[src/rtl/scope_capture_ctrl_if.sv]
// Handshake bundle between the sample/arm source and the capture sequencer,
// including the waveform RAM write port and capture status.
interface scope_capture_ctrl_if #(
  parameter int unsigned ADDR_W = 8,
  parameter int unsigned DATA_W = 8
) ();
  logic              arm;
  logic [DATA_W-1:0] trig_level;
  logic              trig_slope;
  logic              trig_auto;
  logic              sample_valid;
  logic [DATA_W-1:0] sample;
  logic              wr_en;
  logic [ADDR_W-1:0] wr_addr;
  logic [DATA_W-1:0] wr_data;
  logic              busy;
  logic              done;
  logic [ADDR_W-1:0] start_addr;
  logic              triggered;

  modport master (
    output arm, trig_level, trig_slope, trig_auto, sample_valid, sample,
    input  wr_en, wr_addr, wr_data, busy, done, start_addr, triggered
  );

  modport slave (
    input  arm, trig_level, trig_slope, trig_auto, sample_valid, sample,
    output wr_en, wr_addr, wr_data, busy, done, start_addr, triggered
  );
endinterface

[src/rtl/scope_capture_ctrl.sv]
// Capture sequencer: circular pre-trigger fill, level/slope trigger (optionally forced
// by timeout), post-trigger fill, then reports the window start address with a done pulse.
module scope_capture_ctrl #(
  parameter int unsigned ADDR_W   = 8,
  parameter int unsigned DATA_W   = 8,
  parameter int unsigned PRE_TRIG = 64,
  parameter int unsigned AUTO_TO  = 1024
) (
  input logic                  clk,
  input logic                  rst_n,
  scope_capture_ctrl_if.slave  bus_io
);
  localparam int unsigned DEPTH = 1 << ADDR_W;

  localparam logic [2:0] StIdle = 3'd0;
  localparam logic [2:0] StPre  = 3'd1;
  localparam logic [2:0] StWait = 3'd2;
  localparam logic [2:0] StPost = 3'd3;
  localparam logic [2:0] StDone = 3'd4;

  localparam logic [15:0] PreLast  = 16'(PRE_TRIG - 1);
  localparam logic [15:0] PostLast = 16'(DEPTH - PRE_TRIG - 2);
  localparam logic [15:0] AutoLast = 16'(AUTO_TO - 1);

  logic [2:0]        state_q, state_d;
  logic [ADDR_W-1:0] ptr_q, ptr_d;
  logic [15:0]       cnt_q, cnt_d;
  logic [DATA_W-1:0] prev_q, prev_d;
  logic              prev_ok_q, prev_ok_d;
  logic [DATA_W-1:0] lvl_q, lvl_d;
  logic              slope_q, slope_d;
  logic              auto_q, auto_d;
  logic [ADDR_W-1:0] taddr_q, taddr_d;
  logic              tflag_q, tflag_d;
  logic              wr_en_q, wr_en_d;
  logic [ADDR_W-1:0] wr_addr_q, wr_addr_d;
  logic [DATA_W-1:0] wr_data_q, wr_data_d;
  logic              busy_q, busy_d;
  logic              done_q, done_d;
  logic [ADDR_W-1:0] start_q, start_d;
  logic              trig_q, trig_d;

  logic accept, hit_rise, hit_fall, hit;

  always_comb begin
    accept   = bus_io.sample_valid &&
               (state_q == StPre || state_q == StWait || state_q == StPost);
    hit_rise = prev_ok_q && (prev_q < lvl_q) && (bus_io.sample >= lvl_q);
    hit_fall = prev_ok_q && (prev_q > lvl_q) && (bus_io.sample <= lvl_q);
    hit      = slope_q ? hit_fall : hit_rise;

    state_d   = state_q;
    ptr_d     = ptr_q;
    cnt_d     = cnt_q;
    prev_d    = prev_q;
    prev_ok_d = prev_ok_q;
    lvl_d     = lvl_q;
    slope_d   = slope_q;
    auto_d    = auto_q;
    taddr_d   = taddr_q;
    tflag_d   = tflag_q;
    wr_en_d   = 1'b0;
    wr_addr_d = wr_addr_q;
    wr_data_d = wr_data_q;
    busy_d    = busy_q;
    done_d    = 1'b0;
    start_d   = start_q;
    trig_d    = trig_q;

    // busy spans the registered done pulse; arm stays blocked through it
    if (done_q) busy_d = 1'b0;

    if (accept) begin
      wr_en_d   = 1'b1;
      wr_addr_d = ptr_q;
      wr_data_d = bus_io.sample;
      ptr_d     = ptr_q + 1'b1;
      prev_d    = bus_io.sample;
      prev_ok_d = 1'b1;
    end

    case (state_q)
      StIdle: begin
        if (bus_io.arm && !busy_q) begin
          lvl_d     = bus_io.trig_level;
          slope_d   = bus_io.trig_slope;
          auto_d    = bus_io.trig_auto;
          ptr_d     = '0;
          cnt_d     = '0;
          prev_ok_d = 1'b0;
          busy_d    = 1'b1;
          state_d   = StPre;
        end
      end
      StPre: begin
        if (accept) begin
          if (cnt_q == PreLast) begin
            cnt_d   = '0;
            state_d = StWait;
          end else begin
            cnt_d = cnt_q + 16'd1;
          end
        end
      end
      StWait: begin
        if (accept) begin
          if (hit || (auto_q && cnt_q == AutoLast)) begin
            taddr_d = ptr_q;
            tflag_d = hit;
            cnt_d   = '0;
            state_d = StPost;
          end else if (cnt_q != 16'hFFFF) begin
            cnt_d = cnt_q + 16'd1;
          end
        end
      end
      StPost: begin
        if (accept) begin
          if (cnt_q == PostLast) begin
            cnt_d   = '0;
            state_d = StDone;
          end else begin
            cnt_d = cnt_q + 16'd1;
          end
        end
      end
      StDone: begin
        done_d  = 1'b1;
        start_d = taddr_q - ADDR_W'(PRE_TRIG);
        trig_d  = tflag_q;
        state_d = StIdle;
      end
      default: state_d = StIdle;
    endcase
  end

  always_ff @(posedge clk or negedge rst_n) begin
    if (!rst_n) begin
      state_q   <= StIdle;
      ptr_q     <= '0;
      cnt_q     <= '0;
      prev_q    <= '0;
      prev_ok_q <= 1'b0;
      lvl_q     <= '0;
      slope_q   <= 1'b0;
      auto_q    <= 1'b0;
      taddr_q   <= '0;
      tflag_q   <= 1'b0;
      wr_en_q   <= 1'b0;
      wr_addr_q <= '0;
      wr_data_q <= '0;
      busy_q    <= 1'b0;
      done_q    <= 1'b0;
      start_q   <= '0;
      trig_q    <= 1'b0;
    end else begin
      state_q   <= state_d;
      ptr_q     <= ptr_d;
      cnt_q     <= cnt_d;
      prev_q    <= prev_d;
      prev_ok_q <= prev_ok_d;
      lvl_q     <= lvl_d;
      slope_q   <= slope_d;
      auto_q    <= auto_d;
      taddr_q   <= taddr_d;
      tflag_q   <= tflag_d;
      wr_en_q   <= wr_en_d;
      wr_addr_q <= wr_addr_d;
      wr_data_q <= wr_data_d;
      busy_q    <= busy_d;
      done_q    <= done_d;
      start_q   <= start_d;
      trig_q    <= trig_d;
    end
  end

  assign bus_io.wr_en      = wr_en_q;
  assign bus_io.wr_addr    = wr_addr_q;
  assign bus_io.wr_data    = wr_data_q;
  assign bus_io.busy       = busy_q;
  assign bus_io.done       = done_q;
  assign bus_io.start_addr = start_q;
  assign bus_io.triggered  = trig_q;
endmodule

[src/flat_wrapper.sv]
// flat-port wrapper written by rule: the top's interface ports become plain ports
module scope_capture_ctrl_flat 
#(
  parameter int unsigned ADDR_W   = 8,
  parameter int unsigned DATA_W   = 8,
  parameter int unsigned PRE_TRIG = 64,
  parameter int unsigned AUTO_TO  = 1024
)
  (clk, rst_n, bus_io_arm, bus_io_trig_level, bus_io_trig_slope, bus_io_trig_auto, bus_io_sample_valid, bus_io_sample, bus_io_wr_en, bus_io_wr_addr, bus_io_wr_data, bus_io_busy, bus_io_done, bus_io_start_addr, bus_io_triggered);
  scope_capture_ctrl_if #(.ADDR_W(ADDR_W), .DATA_W(DATA_W)) bus_io_i ();
  input logic clk;
  input logic rst_n;
  input wire logic [$bits(bus_io_i.arm)-1:0] bus_io_arm;
  input wire logic [$bits(bus_io_i.trig_level)-1:0] bus_io_trig_level;
  input wire logic [$bits(bus_io_i.trig_slope)-1:0] bus_io_trig_slope;
  input wire logic [$bits(bus_io_i.trig_auto)-1:0] bus_io_trig_auto;
  input wire logic [$bits(bus_io_i.sample_valid)-1:0] bus_io_sample_valid;
  input wire logic [$bits(bus_io_i.sample)-1:0] bus_io_sample;
  output wire logic [$bits(bus_io_i.wr_en)-1:0] bus_io_wr_en;
  output wire logic [$bits(bus_io_i.wr_addr)-1:0] bus_io_wr_addr;
  output wire logic [$bits(bus_io_i.wr_data)-1:0] bus_io_wr_data;
  output wire logic [$bits(bus_io_i.busy)-1:0] bus_io_busy;
  output wire logic [$bits(bus_io_i.done)-1:0] bus_io_done;
  output wire logic [$bits(bus_io_i.start_addr)-1:0] bus_io_start_addr;
  output wire logic [$bits(bus_io_i.triggered)-1:0] bus_io_triggered;
  assign bus_io_i.arm = bus_io_arm;
  assign bus_io_i.trig_level = bus_io_trig_level;
  assign bus_io_i.trig_slope = bus_io_trig_slope;
  assign bus_io_i.trig_auto = bus_io_trig_auto;
  assign bus_io_i.sample_valid = bus_io_sample_valid;
  assign bus_io_i.sample = bus_io_sample;
  assign bus_io_wr_en = bus_io_i.wr_en;
  assign bus_io_wr_addr = bus_io_i.wr_addr;
  assign bus_io_wr_data = bus_io_i.wr_data;
  assign bus_io_busy = bus_io_i.busy;
  assign bus_io_done = bus_io_i.done;
  assign bus_io_start_addr = bus_io_i.start_addr;
  assign bus_io_triggered = bus_io_i.triggered;
  scope_capture_ctrl #(.ADDR_W(ADDR_W), .DATA_W(DATA_W), .PRE_TRIG(PRE_TRIG), .AUTO_TO(AUTO_TO)) u_core (.clk(clk), .rst_n(rst_n), .bus_io(bus_io_i));
endmodule
[config.mk]
export PLATFORM = sky130hd
export DESIGN_NAME = scope_capture_ctrl_flat
export DESIGN_NICKNAME = d
export VERILOG_FILES = /design/src/rtl/scope_capture_ctrl_if.sv /design/src/rtl/scope_capture_ctrl.sv /design/src/flat_wrapper.sv
export SDC_FILE = /design/constraint.sdc
export NUM_CORES = 1
export LEC_CHECK = 0
export CORE_MARGIN = 1
export CORE_UTILIZATION = 59
export CTS_CLUSTER_SIZE = 30
export DETAILED_ROUTE_END_ITERATION = 8
export PLACE_DENSITY_LB_ADDON = 0.3
export SYNTH_ARGS = -nofsm -noshare
export SYNTH_HDL_FRONTEND = slang
export SYNTH_SLANG_ARGS = --single-unit
[constraint.sdc]
create_clock -name clk -period 3.9 [get_ports clk]
set_input_delay 0.585 -clock clk [delete_from_list [all_inputs] [get_ports clk]]
set_output_delay 0.585 -clock clk [all_outputs]
set_load 0.02 [all_outputs]
==> run summary, run 1 <==
The filler cells instantiated in the layout total 401. In the synthesized netlist the async set-or-reset flop fraction comes to 100%. The number of synthesis warnings is 0. The initial antenna violation count is 0. The storage element area is 1880 sq um. The worst slack at placement came out at 0.538 ns. The largest voltage drop on the vdd net is 512 uV.

The worst setup path is of the in2reg kind. By area, the combinational part of the netlist is dominated by simple AND/OR/NAND/NOR gates. The die height came out at 81.5 microns. The layout cell share with drive strength beyond 1 is 17.5%. The synthesized netlist contains 52 unique library cells. The HPWL after detailed placement is 5580 microns. The sum of routed wire length over all layers is 7980 microns.

The number of standard-cell rows in the floorplan is 28. The global-route total usage across every layer came out at 26.5%. The number of buffers added by the clock tree synthesis step came out at 9.

The kind of cell adding the most delay to the critical path is compound AO/OA/AOI/OAI gates. The detail route stage leaves a number of antenna-violating nets equal to 0. The nature of the critical path startpoint is a primary input. The most common flop cell mapped by yosys is sky130_fd_sc_hd__dfrtp_1. The effective utilization at floorplan came out at 62.2%.

The total grt overflow is 0. The number of global-route vias before repair is approximately 2700. For this design, the slowest cell found on the critical path is sky130_fd_sc_hd__o21ai_1. The maximum frequency from static timing analysis is approximately 0.33 GHz. The post-CTS repair timing setup buffer count came out at 0. The slack of the critical path came out at 0.863 ns. After Yosys synthesis, and, or, nand and nor cells account for 15.4% of the synthesized area. The number of placed instances, taps included is 460. Setup repair after global routing left no endpoint under its margin.

Relative to the synthesized area, the layout overhead comes to 20.4%. The I/O pin count is 50. TritonCTS built the clock tree. Routability-driven placement finished with a final weighted congestion of around 0.91. Across the run, the number of max-cap violations was 0.

The number of antenna cells inserted came out at 0. The via count is 2816. CTS saw 75 sinks. The critical path buffer and inverter count came out at 1. The portion of the clock cycle consumed by the worst path in the final layout is 77.9%. The standard cell core area came out at 5990 sq um. The number of gates given a new drive strength after cts came out at 0.

The number of enable flip-flop cells after synthesis is 0. In this run the worst path has a maximum fanout of 9. The worst stage delay on the critical path came out at 0.46 ns. The largest net degree at the start of global routing is 43. The area of combinational cells with multiple inputs is 1730 sq um. The count of non-filler cells in the finished layout is 476.

The flow ran to the end, and the final reports show no timing, DRC or antenna violations. The sequential share of the synthesized area came out at 50.4%. The die covers between 6000 and 7000 sq um. The worst hold path belongs to the class in2async.

The count of input and output buffers is 49. CTS placed an instance of sky130_fd_sc_hd__clkbuf_8 at the clock tree root. The number of register bits inferred by synthesis came out at 75.

The data arrival at the endpoint of the critical path is 3.27 ns. The pin slew with the least headroom to its limit is 0.767 ns. Across all register-to-register paths, the minimum setup slack is 1.19 ns. The total count of max-transition violations in the final report came out at 0. The final-stage net count is 437.

Final hold analysis gives a worst-case slack of roughly 0.30 ns. The number of buffers inserted by hold repair at cts is 0. The wire length of the first global-routing pass is between 10000 and 15000 microns. The worst reg2reg path depth is 9.

The compound-cell area share of the yosys netlist is 12.4%. The final setup skew came out at 0.00845 ns. The area share of fa/ha/maj cells after synthesis came out at between 6 and 7%. The endpoint required time on the critical path is between 4 and 5 ns. After layout, the minimum clock period comes to 3.04 ns. The deepest level of the CTS H-tree came out at 3. The total power consumption of the routed design came out at 0.00334 W. Of the post-synthesis cell area, the part taken by muxes is 10.5%. The synthesized area per cell is 10.9 sq um. Headroom to the max-slew limit came out at between 40% and 50%. The worst register-to-register path ends at u_core.taddr_q[2].

After detailed routing, the number of remaining DRC violations is 0. Dividing the detail-routed wire length by the instance count gives 16.8 microns. The clock latency on the worst-skew pair came out at 0.35 ns.

The number of hold violations in the final report came out at 0. The setup total negative slack is 0 ns. The startpoint of the lowest-slack register-to-register path is u_core.lvl_q[1]. Counting along the longest clock path gives a buffer depth of 2.

Using the TritonRoute via totals, the vias-per-cell ratio works out to between 5 and 6. The synthesized netlist net count came out at 383. The netlist area before placement is 3720 sq um. For this design the static power due to leakage is 1.99 nW. In this run, the number of DRC markers left after iteration 0 of detailed routing was roughly 190. The kind of capture point of the worst setup path is a flip-flop. The total power density per cell area came out at approximately 740 nW/um^2. Traced cell by cell, the critical path runs through clkdlybuf4s50_1 -> ha_1 -> nor2b_1 -> o211ai_1 -> a21oi_1 -> o22a_1 -> o21ai_1 -> o2111ai_2 -> mux2_2. The xor and xnor fraction of the mapped netlist area is 1.41%. Setup violations remaining at the end of the flow were counted as 0. The gate count of the mapped netlist came out at 342. The count of TritonRoute iterations in the first routing pass is 5. The clock-pin slew reported for the worst setup and hold paths after clock tree synthesis is roughly 0.090 ns.

The horizontal die dimension is 81.5 microns.
final cells by class:
class	count	area share [%]
Timing Repair Buffer	54	11.7
Clock inverter	7	1.31
Tap cell	75	2.09
Multi-Input combinational cell	236	38.6
Clock buffer	9	2.76
Sequential cell	75	41.9
Inverter	20	1.67
stage by stage:
stage	area [sq um]	utilization, %
after floorplan	3720	-
after CTS	4480	74.9
after detailed placement	4300	71.8
final	4480	74.9
after global routing	4480	74.9
after global placement	4300	71.8
state kept, by name (all words and copies together) (netlist names), 3 cells and up:
name,cells
u_core.taddr_q,8
u_core.cnt_q,16
u_core.lvl_q,8
u_core.state_q,3
u_core.bus_io.wr_addr,8
u_core.ptr_q,8
u_core.prev_q,8
u_core.bus_io.start_addr,8
Yosys cell counts (all sizes together), types with 2 or more instances:
cell	n	area share (%)
dfrtp	75	50
and2	4	0.67
a21oi	19	2.6
or3	3	0.50
nand2b	3	0.71
nor2b	3	0.50
nor2	15	1.6
o21ai	20	2.7
clkbuf	7	0.71
nor4	2	0.50
nand2	30	3.0
buf	4	0.77
nand3	17	2.4
o21bai	2	0.50
o41ai	2	0.47
o211ai	3	0.60
nor3b	2	0.54
or2	3	0.50
nand4	12	2.0
o22ai	6	1.0
and3	6	1.0
mux2	34	10
ha	19	6.4
a21o	2	0.40
o31ai	5	1.6
xor2	5	1.2
a22oi	5	1.0
inv	20	2.0
nor3	4	0.67
kinds of logic (layout without fill, tap and decap cells):
group / after synthesis / after routing
AOI/OAI and AO/OA: 70 / 70
DFF: 75 / 75
buffers and inverters: 31 / 90
adders and majority gates: 19 / 19
and+or+nand+nor: 106 / 106
xor gates and xnor gates: 6 / 6
muxes: 35 / 35
power by group:
part / leakage (nW) / switching (W) / internal, W
combinational: 0.931 / 0.000798 / 0.000684
clock: 0.0872 / 0.000319 / 0.000241
sequential: 0.968 / 0.000253 / 0.00104
worst max path at each step:
stage	from	end	slack, ns	depth (start not counted)
detailed placement	bus_io_sample[1]	u_core.taddr_q[5]	0.54	9
floorplan	bus_io_sample[1]	u_core.cnt_q[14]	1.36	10
global placement	bus_io_sample[1]	u_core.taddr_q[4]	0.70	9
CTS	bus_io_sample[1]	u_core.taddr_q[2]	0.91	9
global route	bus_io_sample[1]	u_core.taddr_q[7]	0.75	9
finish	bus_io_sample[1]	u_core.taddr_q[2]	0.86	9
placed cells by master (no fill, tap or decap), types with 4 or more instances in the layout:
| cell | n |
|---|---|
| sky130_fd_sc_hd__a21oi_1 | 19 |
| sky130_fd_sc_hd__a22oi_1 | 5 |
| sky130_fd_sc_hd__and2_1 | 4 |
| sky130_fd_sc_hd__and3_1 | 6 |
| sky130_fd_sc_hd__buf_4 | 5 |
| sky130_fd_sc_hd__clkbuf_8 | 9 |
| sky130_fd_sc_hd__clkdlybuf4s50_1 | 48 |
| sky130_fd_sc_hd__dfrtp_1 | 75 |
| sky130_fd_sc_hd__ha_1 | 19 |
| sky130_fd_sc_hd__inv_1 | 20 |
| sky130_fd_sc_hd__inv_6 | 4 |
| sky130_fd_sc_hd__mux2_2 | 34 |
| sky130_fd_sc_hd__nand2_1 | 30 |
| sky130_fd_sc_hd__nand3_1 | 16 |
| sky130_fd_sc_hd__nand4_1 | 12 |
| sky130_fd_sc_hd__nor2_1 | 14 |
| sky130_fd_sc_hd__o21ai_0 | 16 |
| sky130_fd_sc_hd__o21ai_1 | 4 |
| sky130_fd_sc_hd__o22ai_1 | 6 |
| sky130_fd_sc_hd__xor2_1 | 5 |
metal layers:
layer / vias up / GRT usage (%) / wire length, microns
met5: - / 0 / 0
met4: 0 / 6.96 / 25
met3: 2 / 6.22 / 343
met2: 78 / 43.5 / 3980
met1: 1398 / 35.3 / 3630
li1: 1338 / - / -
No activity file was read; power rests on OpenSTA's default activity.
==> run 2: changes to the inputs <==
--- a/config.mk
+++ b/config.mk
@@ -6,7 +6,7 @@
 export NUM_CORES = 1
 export LEC_CHECK = 0
 export CORE_MARGIN = 1
-export CORE_UTILIZATION = 59
+export CORE_UTILIZATION = 50
 export CTS_CLUSTER_SIZE = 30
 export DETAILED_ROUTE_END_ITERATION = 8
 export PLACE_DENSITY_LB_ADDON = 0.3
==> constraint.sdc (replaced) <==
create_clock -name clk -period 2.4 [get_ports clk]
set_input_delay 0.36 -clock clk [delete_from_list [all_inputs] [get_ports clk]]
set_output_delay 0.36 -clock clk [all_outputs]
set_load 0.02 [all_outputs]
==> run 2 against run 1 <==
Effect of this change:
- the flow now finishes with violations (hold timing, setup timing)
- die area is 18% higher
- clock power increased by 52%
- clock-buffer cell count increased by 2
- worst hold slack got worse by 0.31 ns
- wire length shrank 2.3%
- register-to-register slack worse by 1.2 ns
- clock skew decreased by 0.0021 ns
- critical path depth increased by 1
- total power increased by 69%
- first-iteration DRC count down 9.5%
- critical path type unchanged
- largest cell class unchanged
- largest power group unchanged
==> run summary, run 2 (synthesis results as in run 1) <==
In this run the number of H-tree levels came out at 3. The register with the most flip-flops in the layout has 16 of them. Entering global routing, the biggest net connects 76 pins. Dividing the detail-routed wire length by the instance count gives 15.2 microns. The total grt overflow came out at 0. The DRC violation total after the first TritonRoute iteration is around 170. The number of hold buffers added after CTS was 0.

The clock latency on the worst-skew pair is 0.35 ns. The category of the most critical setup path is in2reg. The floorplan has 31 rows.

Leaving out fill and tap cells, the most frequent cells in the layout are sky130_fd_sc_hd__dfrtp_1, sky130_fd_sc_hd__clkdlybuf4s50_1, sky130_fd_sc_hd__nand2_1, sky130_fd_sc_hd__mux2_2. The library cell used most frequently in the layout, excluding fill and tap cells, is sky130_fd_sc_hd__dfrtp_1. The effective utilization at floorplan came out at 51.6%. The worst slack on hold paths came out at -0.00899 ns.

The design draws ~0.0056 W. The die area is 7800 sq um. The horizontal die dimension came out at 88.3 microns. The count of input and output buffers came out at 49.

The endpoint required time on the critical path is approximately 2.6 ns. At the worst endpoint, the arrival time is 2.65 ns. The leakage power of the design came out at 2.10 nW. In the final design database the tool counted 450 nets. In this run the worst hold path is classified as in2async. The remaining max-slew budget at the tightest pin came out at 68.4%. The slack of the critical path is -0.0133 ns.

The number of placed instances, taps included is 495. The worst slack at placement is -0.546 ns. The largest register by flop count is u_core.cnt_q.

The peak fanout along the critical path came out at 6. The number of buffers added by the clock tree synthesis step came out at 9. The count of non-filler cells in the finished layout is 513.

The maximum frequency from static timing analysis came out at 0.414 GHz. The flow ran to the end, but the final reports show violations. Across the routed clock network, the largest skew measured is 0.00631 ns. Setup repair after global routing could not meet its margin everywhere. The die height is 88.3 microns.

The number of failing setup endpoints in the final timing report came out at 6. At the pin with the least slew margin, the transition time is 0.473 ns. Clock-pin slew was measured on the worst setup and hold paths at about 0.07 ns. The portion of the clock cycle consumed by the worst path in the final layout came out at 101%. The master cell of the clock root buffer is sky130_fd_sc_hd__clkbuf_8. The clock net sink count is 75.

The kind of capture point of the worst setup path is a flip-flop. The layout cell share with drive strength beyond 1 came out at 21.3%. The count of TritonRoute iterations in the first routing pass is 6. The number of global-route vias before repair came to ~2800. The post-route antenna net violation count came out at 0. TritonCTS built the clock tree. At the end of routability-driven placement, the weighted congestion stood at 0.834. The clock tree buffer depth is 2. Summing over every cut layer, the via total after detailed routing is 2810. The global-route total usage across every layer is 22.1%.

The initial antenna violation count is 0. The growth of design area from synthesis to finish came out at 26.3%. The number of antenna diodes in the final layout is 0. The number of hold violations in the final report is 3. In the routed layout, each cell is associated on average with a via count of approximately 5.5.

The total power density per cell area is 1200 nW/um^2. Across the VDD grid, the largest voltage drop is 627 uV. The cell area after layout is 4700 sq um. During I/O placement, the number of pins put on the boundary was 50.

The number of violations of the max-capacitance limit came out at 0. The remaining design rule violation count came out at 0. The total half-perimeter wirelength after legalization and detailed placement is 5410 microns. STA classifies the critical path startpoint as a primary input.

The final reports fail on hold timing, setup timing. The region available for standard cell placement spans 7210 sq um. The wire length of the first global-routing pass came out at 13000 microns. The post-route minimum period is around 2.4 ns. In this run the cell area measured after placement is around 4400 sq um.

Wires add up to 7800 microns. The total count of max-transition violations in the final report is 0.
==> run 2: cell types whose count changed in the layout (fill, tap and decap cells not counted), sizes merged <==
cell / delta
clkinv: +4
clkdlybuf4s50: -1
inv: -4
dlygate4sd2: +1
clkinvlp: -2
clkbuf: +2
buf: +13
==> run 2: per-layer routing <==
| metal | global-route usage [%] | share of wire, % |
|---|---|---|
| met5 | 0 | 0 |
| met1 | 28.7 | 46 |
| met2 | 36.0 | 48 |
| met3 | 3.73 | 3.6 |
| met4 | 10.7 | 2.2 |
==> run 2: stage by stage <==
stage                     setup TNS, ns  utilization, %
after detailed placement         -12.25            61.4
final                           -0.0352            65.2
after global placement           -11.25            61.4
after global routing              -1.31            65.2
after floorplan                       0               -
after CTS                       -0.0198            64.3
==> run 2: layout make-up <==
class / count / area (sq um)
repair buffers: 67 / 642
fillers: 586 / 2510
flip-flops and latches: 75 / 1880
inverters: 20 / 75.1
well taps: 99 / 124
multi-input cells: 236 / 1820
clock inverters: 5 / 28.8
clock buffers: 11 / 141
==> run 2: report_power, final <==
group,leakage (nW),total (W),switching (W),internal (W)
combinational,1.04,0.00268,0.00137,0.00131
clock,0.0928,0.000853,0.000455,0.000398
sequential,0.968,0.00209,0.000396,0.00169
total,2.10,0.00562,0.00222,0.00340
==> run 2: what timing repair did <==
item,4_1_cts,5_1_grt
resized for setup,6,16
endpoints found under the setup margin,23,22
pin swaps,4,4
buffers inserted,2,0
==> run 2: path summary, 6_finish.rpt <==
kind                                        startpoint                     endpoint  slack (ns)  cells after the start
min in group clk                      bus_io_sample[1]             u_core.prev_q[1]        0.45                      2
setup / recovery                      bus_io_sample[3]            u_core.taddr_q[2]       -0.01                     10
max in group asynchronous                        rst_n             u_core.prev_q[3]        2.07                      2
hold / removal                                   rst_n              u_core.lvl_q[5]      -0.009                      2
hold reg to reg            u_core.bus_io.start_addr[6]  u_core.bus_io.start_addr[6]        0.49                      2
setup reg to reg                       u_core.lvl_q[1]            u_core.taddr_q[2]       -0.01                     10
==> run 2: worst max-delay path, stage by stage <==
cell                              delay (ns)
sky130_fd_sc_hd__clkdlybuf4s50_1        0.44
sky130_fd_sc_hd__ha_1                   0.35
sky130_fd_sc_hd__buf_4                  0.14
sky130_fd_sc_hd__nand4_1                0.11
sky130_fd_sc_hd__a31oi_1                0.10
sky130_fd_sc_hd__o211ai_1               0.27
sky130_fd_sc_hd__o21ai_4                0.13
sky130_fd_sc_hd__o2111ai_2              0.24
sky130_fd_sc_hd__buf_6                  0.18
sky130_fd_sc_hd__mux2_4                 0.31
==> run 3: changes to the inputs <==
--- a/config.mk
+++ b/config.mk
@@ -5,10 +5,13 @@
 export SDC_FILE = /design/constraint.sdc
 export NUM_CORES = 1
 export LEC_CHECK = 0
+export CELL_PAD_IN_SITES_DETAIL_PLACEMENT = 2
+export CELL_PAD_IN_SITES_GLOBAL_PLACEMENT = 2
 export CORE_MARGIN = 1
-export CORE_UTILIZATION = 50
+export CORE_UTILIZATION = 32
 export CTS_CLUSTER_SIZE = 30
 export DETAILED_ROUTE_END_ITERATION = 8
+export MAX_ROUTING_LAYER = met4
 export PLACE_DENSITY_LB_ADDON = 0.3
 export SYNTH_ARGS = -nofsm -noshare
 export SYNTH_HDL_FRONTEND = slang
==> run 3 against run 2 <==
Effect of this change:
- the run now ends clean
- die area up 55%
- via count rose by 4.3%
- wire length up 33%
- first-iteration DRC count shrank 62%
- final area increased by 5.9%
- fmax increased by 1.6%
- global-route usage fell by 2.3 points
- critical endpoint is now u_core.taddr_q[4]
- largest power group unchanged
- highest routed layer unchanged
==> run summary, run 3 (synthesis results as in run 1) <==
The run finished with clean final reports. The effective utilization at floorplan is roughly 33%. The via count came out at between 2000 and 3000.

IR analysis of the VDD net gives a maximum drop of 427 uV. Walking the worst path, the cells encountered are clkdlybuf4s50_1 -> ha_1 -> a21oi_2 -> a31oi_1 -> o211ai_1 -> o21ai_4 -> o2111ai_4 -> buf_6 -> mux2_4. The number of global-route vias before repair was 3308. STA puts the critical path data arrival time at 2.60 ns. The portion of the clock cycle consumed by the worst path in the final layout is 99.0%. The floorplan step set the die height to roughly 110 microns.

The total count of max-transition violations in the final report came out at 0. The slack of the critical path came out at around 0.024 ns. The master cell of the clock root buffer is sky130_fd_sc_hd__clkbuf_16. Once detail routing completed, the nets flagged for antenna violations numbered 0. The kind of capture point of the worst setup path is a flip-flop.

The number of placed instances, taps included came out at 542. The remaining design rule violation count came out at 0. Entering global routing, the biggest net connects between 40 and 50 pins. The library cell used most frequently in the layout, excluding fill and tap cells, is sky130_fd_sc_hd__dfrtp_1.

The global-route total usage across every layer came out at 19.7%. The post-route minimum period came out at 2.38 ns. In the routed layout, each cell is associated on average with a via count of 5.22. The initial antenna violation count is 0. The sum of routed wire length over all layers came out at roughly 10000 microns. No sink is reached through more buffers than the 2 on the longest clock path.

The post-route netlist has 23.4% of its cells at a drive strength greater than 1. The peak fanout along the critical path is 5. The total half-perimeter wirelength after legalization and detailed placement is 7160 microns.

The remaining max-slew budget at the tightest pin came out at 66.4%. The wire length per cell after detailed routing is 18.5 microns. The leakage power of the design came out at 2.20 nW.

Counting both buffers and inverters, the worst setup path holds a total of 2. The global placement routability congestion is 0.799. The growth of design area from synthesis to finish came out at 33.8%. In the layout the commonest cells are sky130_fd_sc_hd__dfrtp_1, sky130_fd_sc_hd__clkdlybuf4s50_1, sky130_fd_sc_hd__nand2_1, sky130_fd_sc_hd__mux2_2, sky130_fd_sc_hd__buf_4.

The flip-flop count of the largest register, all copies and words added came out at 16. For this run, the top clock speed supported by timing is 0.421 GHz. The pin slew with the least headroom to its limit came out at around 0.50 ns. The clock-pin slew reported for the worst setup and hold paths after clock tree synthesis came out at 0.05 ns.

The number of failing setup endpoints in the final timing report is 0. The number of hold violations in the final report came to 0. Dividing total power by cell area gives a power density of 1290 nW/um^2. Buffers placed on the I/O ports in this run total ~50. From left edge to right edge, the die measures ~110 microns. The register with the most flip-flops in the final layout is u_core.cnt_q. The largest single stage delay on the critical path is 0.43 ns. CTS built an H-tree with a depth of 3.

The nature of the critical path startpoint is a primary input. Among cell families on the critical path, the largest total delay comes from compound AO/OA/AOI/OAI gates. The count of TritonRoute iterations in the first routing pass is 4. The category of the most critical setup path is in2reg. The clock tree from TritonCTS is built.

The number of buffers added by the clock tree synthesis step is 9. The total grt overflow came out at 0. 0 antenna diodes ended up in the layout. In this run the core area contains 39 standard-cell rows. The tree built by TritonCTS fans out to between 70 and 80 sinks.

Setup repair after global routing could not meet its margin everywhere. Among all stages on the critical path, the largest delay is contributed by sky130_fd_sc_hd__clkdlybuf4s50_1. The DRC violation total after the first TritonRoute iteration is 65. For this run, the post-layout net count is 456. The die covers about 12000 sq um. The standard cell core area came out at 11400 sq um. The endpoint required time on the critical path is about 2.6 ns. The worst slack at placement is -0.599 ns. The tightest min-delay check is of the reg2reg type. The final setup skew is 0.00643 ns. The number of violations of the max-capacitance limit came out at 0. The clock latency on the worst-skew pair came out at 0.34 ns. For this run, the number of standard cells in the final layout without fillers is 561.

The I/O pin count is 50. The wire length of the first global-routing pass is 17200 microns.
-- run 3: cell types whose count changed in the layout (fill, tap and decap cells not counted), sizes merged --
cell,before,now
buf,19,24
clkinv,5,1
bufinv,0,1
clkbuf,11,12
dlygate4sd3,0,1
-- run 3: worst register-to-register path, cell delays in order (launching register included) --
cell and delay (ns):
sky130_fd_sc_hd__dfrtp_1 0.37, sky130_fd_sc_hd__inv_2 0.08, sky130_fd_sc_hd__ha_4 0.20, sky130_fd_sc_hd__nor2b_1 0.12
sky130_fd_sc_hd__o211ai_1 0.20, sky130_fd_sc_hd__a31oi_1 0.12, sky130_fd_sc_hd__o211ai_1 0.26, sky130_fd_sc_hd__o21ai_4 0.16
sky130_fd_sc_hd__o2111ai_4 0.24, sky130_fd_sc_hd__buf_6 0.18, sky130_fd_sc_hd__mux2_4 0.31
-- run 3: repair_timing --
action                                 in CTS  in global routing
resized for setup                          23                 10
hold buffers                                1                  0
pin swaps                                   7                  8
setup buffers                               2                  1
setup endpoints to repair                  25                 24
endpoints found under the hold margin      30                  0
gates cloned                                1                  0
-- run 3: final timing paths --
path	end	start	cells after the start	slack, ns
setup / recovery	u_core.taddr_q[4]	bus_io_sample[3]	9	0.02
hold / removal	u_core.bus_io.start_addr[6]	u_core.bus_io.start_addr[6]	2	0.49
setup reg to reg	u_core.taddr_q[4]	u_core.lvl_q[1]	10	0.04
hold reg to reg	u_core.bus_io.start_addr[6]	u_core.bus_io.start_addr[6]	2	0.49
max in group asynchronous	u_core.ptr_q[0]	rst_n	3	1.30
min in group asynchronous	u_core.cnt_q[8]	rst_n	2	0.51
-- run 3: final cells by class --
type / instances / area [sq um]
fill: 1184 / 6390
sequential: 75 / 1880
multi-input combinational: 236 / 1860
timing repair buffer: 73 / 693
clock buffer: 12 / 267
tap: 143 / 179
inverter: 20 / 75.1
clock inverter: 2 / 35.0
-- run 3: report_power, final --
| group | internal [W] | switching (W) |
|---|---|---|
| combinational | 0.00140 | 0.00151 |
| sequential | 0.00170 | 0.000413 |
| clock | 0.000876 | 0.000510 |
| total | 0.00397 | 0.00243 |
-- run 3: layer usage --
metal	vias up	GRT usage [%]	wire length [microns]
met5	-	-	0
li1	1367	-	-
met4	0	8.86	195
met1	1516	23.4	4630
met2	36	33.2	5360
met3	12	2.85	211
-- run 3: per-stage QoR --
step | util (%) | hold slack, ns | TNS, ns | cell area (sq um) | power [W]
4_1_cts | 43.4 | 0.480 | -0.0321 | 4930 | 0.00641
3_3_place_gp | 39.6 | 0.342 | -11.13 | 4510 | 0.00463
2_1_floorplan | - | 0.0644 | 0 | 3720 | 0.00366
6_report | 43.8 | 0.488 | 0 | 4980 | 0.00640
5_1_grt | 43.8 | 0.514 | -1.58 | 4980 | 0.00684
3_5_place_dp | 39.6 | 0.337 | -13.71 | 4510 | 0.00476
